[src/rtl/uart_tx_arbiter.sv]
// uart_tx_arbiter: round-robin arbiter that funnels bytes from NUM_REQ requesters
// into a single UART transmitter through an IDLE -> SEND -> GAP handshake.
// Optional message locking (adds the req_last port) is compiled in by defining
// the macro UART_ARB_LOCK_EN; the default build arbitrates every byte independently.
module uart_tx_arbiter #(
    parameter int NUM_REQ = 4,
    parameter int DATA_W  = 8
) (
    input  logic                      clk,
    input  logic                      rst,
    input  logic [NUM_REQ-1:0]        req_valid,
    input  logic [NUM_REQ*DATA_W-1:0] req_data,
`ifdef UART_ARB_LOCK_EN
    input  logic [NUM_REQ-1:0]        req_last,
`endif
    output logic [NUM_REQ-1:0]        req_ready,
    output logic                      tx_valid,
    output logic [DATA_W-1:0]         tx_data,
    input  logic                      tx_ready,
    output logic [NUM_REQ-1:0]        grant,
    output logic                      busy
);

    localparam int PTR_W = $clog2(NUM_REQ);
    localparam logic [PTR_W:0]   NUM_REQ_W = (PTR_W+1)'(NUM_REQ);
    localparam logic [PTR_W-1:0] LAST_IDX  = PTR_W'(NUM_REQ - 1);

    typedef enum logic [1:0] {
        IDLE,
        SEND,
        GAP
    } state_t;

    state_t              state;
    logic [PTR_W-1:0]    ptr;
    logic [NUM_REQ-1:0]  eligible;
    logic                win_found;
    logic [PTR_W-1:0]    win_idx;
    logic [PTR_W-1:0]    next_ptr;
    logic [DATA_W-1:0]   win_data;
    logic [NUM_REQ-1:0]  win_onehot;
    logic                take;

    // Converts a requester index into its one-hot mask.
    function automatic logic [NUM_REQ-1:0] onehot(input logic [PTR_W-1:0] idx);
        logic [NUM_REQ-1:0] mask;
        mask = '0;
        for (int i = 0; i < NUM_REQ; i++) begin
            if (PTR_W'(i) == idx) begin
                mask[i] = 1'b1;
            end
        end
        return mask;
    endfunction

`ifdef UART_ARB_LOCK_EN
    logic             lock_active;
    logic [PTR_W-1:0] lock_idx;
    logic             win_last;

    // While a message is locked only its owner may compete for the transmitter.
    always_comb begin
        eligible = req_valid;
        if (lock_active) begin
            eligible = req_valid & onehot(lock_idx);
        end
    end

    // Picks out the winner's end-of-message flag.
    always_comb begin
        win_last = 1'b0;
        for (int i = 0; i < NUM_REQ; i++) begin
            if (PTR_W'(i) == win_idx) begin
                win_last = req_last[i];
            end
        end
    end

    // Lock to the winner on a non-final byte, release on the final one.
    always_ff @(posedge clk or posedge rst) begin
        if (rst) begin
            lock_active <= 1'b0;
            lock_idx    <= '0;
        end else if (take) begin
            lock_active <= !win_last;
            lock_idx    <= win_idx;
        end
    end
`else
    assign eligible = req_valid;
`endif

    // Round-robin search: first eligible requester starting at ptr, wrapping modulo NUM_REQ.
    always_comb begin
        logic [PTR_W:0] cand;
        win_found = 1'b0;
        win_idx   = '0;
        cand      = '0;
        for (int k = 0; k < NUM_REQ; k++) begin
            cand = {1'b0, ptr} + (PTR_W+1)'(k);
            if (cand >= NUM_REQ_W) begin
                cand = cand - NUM_REQ_W;
            end
            if (!win_found && eligible[cand[PTR_W-1:0]]) begin
                win_found = 1'b1;
                win_idx   = cand[PTR_W-1:0];
            end
        end
    end

    // Selects the winner's byte from the packed request bus.
    always_comb begin
        win_data = '0;
        for (int i = 0; i < NUM_REQ; i++) begin
            if (PTR_W'(i) == win_idx) begin
                win_data = req_data[i*DATA_W +: DATA_W];
            end
        end
    end

    assign win_onehot = onehot(win_idx);
    assign next_ptr   = (win_idx == LAST_IDX) ? '0 : win_idx + PTR_W'(1);

    // The acceptance strobe is combinational and only ever fires in IDLE, out of reset.
    assign take      = (state == IDLE) && tx_ready && win_found && !rst;
    assign req_ready = take ? win_onehot : '0;
    assign busy      = (state != IDLE);

    // Main handshake FSM: latch a byte in IDLE, offer it in SEND, pause one cycle in GAP.
    always_ff @(posedge clk or posedge rst) begin
        if (rst) begin
            state    <= IDLE;
            ptr      <= '0;
            tx_valid <= 1'b0;
            tx_data  <= '0;
            grant    <= '0;
        end else begin
            case (state)
                IDLE: begin
                    if (take) begin
                        state    <= SEND;
                        ptr      <= next_ptr;
                        tx_valid <= 1'b1;
                        tx_data  <= win_data;
                        grant    <= win_onehot;
                    end
                end
                SEND: begin
                    if (tx_ready) begin
                        state    <= GAP;
                        tx_valid <= 1'b0;
                        grant    <= '0;
                    end
                end
                GAP: begin
                    state <= IDLE;
                end
                default: begin
                    state    <= IDLE;
                    tx_valid <= 1'b0;
                    grant    <= '0;
                end
            endcase
        end
    end

endmodule

[config.mk]
export PLATFORM = sky130hd
export DESIGN_NAME = uart_tx_arbiter
export DESIGN_NICKNAME = d
export VERILOG_FILES = /design/src/rtl/uart_tx_arbiter.sv
export SDC_FILE = /design/constraint.sdc
export NUM_CORES = 1
export LEC_CHECK = 0
export ABC_CLOCK_PERIOD_IN_PS = 2510
export CORE_MARGIN = 2
export CORE_UTILIZATION = 41
export CTS_CLUSTER_DIAMETER = 60
export DETAILED_ROUTE_END_ITERATION = 8
export PLACE_DENSITY = 0.8
export SLEW_MARGIN = 20
export SYNTH_ARGS = -nofsm -noshare
export SYNTH_HDL_FRONTEND = slang
export SYNTH_SLANG_ARGS = --single-unit
[constraint.sdc]
create_clock -name clk -period 2.51 [get_ports clk]
set_input_delay 0.251 -clock clk [delete_from_list [all_inputs] [get_ports clk]]
set_output_delay 0.251 -clock clk [all_outputs]
set_load 0.02 [all_outputs]
==> out/qor.csv <==
metric,value,unit
die_h,58.0,µm
drv_cap,0,
yosysTopAreaCell,dfrtp_1,
ff_latch_area,425,µm²
grt_overflow,0,
worst_slew_pin_slew,0.625,ns
numPortBuffers,56,
reg2reg_depth,8,
placed_area,0.00181,mm²
antenna_cells,0,
synth_area,0.00119,mm²
cp_max_fo,16,
n_fill_cell,252,
r2r_end,tx_data[3],
tns,0,ns
rsz0062_at_grt,false,
clk_path_buf_depth,2,
worst-endpoint-arrival,2.60,ns
cts-root-buf,clkbuf_4,
ant_nets,0,
r2r_setup_slack,0.31,ns
cts_hold_buf,0,
clk_latency,0.27,ns
cts.sink_count,17,
synth-edff-count,0,
grt_pass1_wl,4.93,mm
vias,1170,
period_minus_slack,2.40,ns
wl,3.17,mm
stdcell_area,0.00183,mm²
cts_tree,done,
crit_path_start_kind,primary input,
grtUsageTotal,18.7,%
vias_per_cell,5.34,
required,2.71,ns
final.period_utilization,95.5,%
synthTopCellsByArea,"dfrtp_1 36%, a31oi_2 8.4%, a221o_1 7.5%",
initial_core_util,43.3,%
die_width,58.0,µm
synthesis.nets,171,
die_area,0.00336,mm²
whs,0.402,ns
fin_nets,232,
drive_gt1_share,17.6,%
slew_viol_final,0,
ys_top_cells_by_count,"17 x a21oi_1, 17 x dfrtp_1, 14 x nand2_1, 10 x inv_1, 10 x nand3b_1",
async_flop_share,100,%
gp_congestion,0.842,
synth_top_area_share,35.6,%
reg2reg_from,ptr[1],
syn_inst,128,
vdd_drop_max,598,µV
finalHoldViolations,0,
cts_made_buffers,3,
fin_worst_skew,0.00297,ns
power.density,876,mW/mm²
max_freq,417,MHz
multiInputGateArea,683,µm²
avgSynthCellArea,9.34,µm²
yosysWarnings,0,
synth_cell_types,29,
critical_path.startpoint,req_valid[0],
yosysSeqAreaShare,35.6,%
dp_hpwl,2.57,mm
syn_to_final_growth,53.4,%
setup_violations,0,
clk_pin_slew,0.10,ns
antenna_found_initial,0,
rows,19,
crit_type,primary input to flip-flop,
io_pins,57,
drc,0,
drtIter0Drc,27,
status,"complete, no violations",
hold_path_class,primary input to asynchronous set/reset pin,
htree_levels,1,
coreArea,0.00276,mm²
max_slew_margin,58.3,%
end_kind,flip-flop,
routedWlPerCell,14.5,µm
grt_pass1_vias,1150,
final_util,66.5,%
grt_max_degree,18,
p_leak,0.000786,µW
synth_flop_cell,dfrtp_1,
ys_ff_latch,17,
firstDrtPassIters,4,
cp-endpoint,tx_data[3],
## through the flow
stage	worst slack, ns	power [µW]	std cells
after detailed placement	-0.252	1470	215
after floorplan	0.249	1070	128
after global placement	-0.185	1450	215
final	0.112	1610	219
after CTS	0.00885	1610	219
after global routing	0.0211	1700	219
## kinds of logic after synthesis
group | after synthesis | synth area share (%)
simple gates | 39 | 19.4
compound gates | 46 | 31.0
fa+ha+maj | 4 | 4.19
buf+inv | 20 | 7.75
mux | 2 | 2.09
flops | 17 | 35.6
## area by class of cell
type | count | share of cell area [%]
Timing Repair Buffer | 66 | 33.9
Tap cell | 31 | 2.12
Sequential cell | 17 | 23.2
Clock inverter | 1 | 0.273
Inverter | 10 | 2.05
Clock buffer | 3 | 1.23
Multi-Input combinational cell | 91 | 37.3
## worst max-delay path, cell delays in order
cell	delay [ns]
clkdlybuf4s50_1	0.42
or4_4	0.54
a21boi_0	0.15
and3_1	0.18
ha_1	0.20
buf_4	0.18
nand3b_1	0.16
a221o_1	0.33
a31oi_2	0.18
## where the power goes
group          total, µW  switching, µW  internal, µW
registers            461           79.9           382
clock network        138           79.5          58.9
logic               1010            500           506
total               1610            660           947
## registers in the layout, summed over array words and instances (netlist names)
signal	cells
grant	4
ptr	2
state	2
tx_data	8
tx_valid	1
## per-layer routing
metal / routed length, µm / track usage [%] / part of all wire (%)
met4: 21 / 5.32 / 0.66
met5: 0 / 0 / 0
met2: 1660 / 33.8 / 52
met3: 107 / 2.01 / 3.4
met1: 1390 / 23.4 / 44
## cell usage in the layout (no fill, tap or decap), types with 2 or more instances in the layout
master | Yosys | final
a21o_1 | 2 | 2
a21oi_1 | 17 | 17
a221o_1 | 9 | 9
a31oi_2 | 8 | 8
and3_1 | 5 | 5
buf_4 | 0 | 10
clkbuf_2 | 0 | 3
clkbuf_4 | 0 | 3
clkdlybuf4s50_1 | 0 | 52
dfrtp_1 | 17 | 17
ha_1 | 4 | 4
inv_1 | 10 | 10
nand2_1 | 14 | 14
nand2b_1 | 3 | 3
nand3b_1 | 10 | 10
nor2_1 | 2 | 2
o21ai_0 | 2 | 2
o21bai_1 | 3 | 3
o21bai_2 | 2 | 2
## how the worst min path moves through the flow
stage / to / slack (ns) / cells after the start
after CTS: tx_valid / 0.42 / 2
after global routing: tx_valid / 0.46 / 2
final: grant[2] / 0.40 / 2
after detailed placement: tx_valid / 0.47 / 1
after global placement: tx_valid / 0.46 / 1
after floorplan: grant[0] / 0.18 / 1
## timing repair
item	4_1_cts	5_1_grt
cloned	0	0
pin swaps	0	1
setup buffers	0	0
resized for setup	6	6
endpoints found under the setup margin	4	5
(Power assumes the default switching activity.)
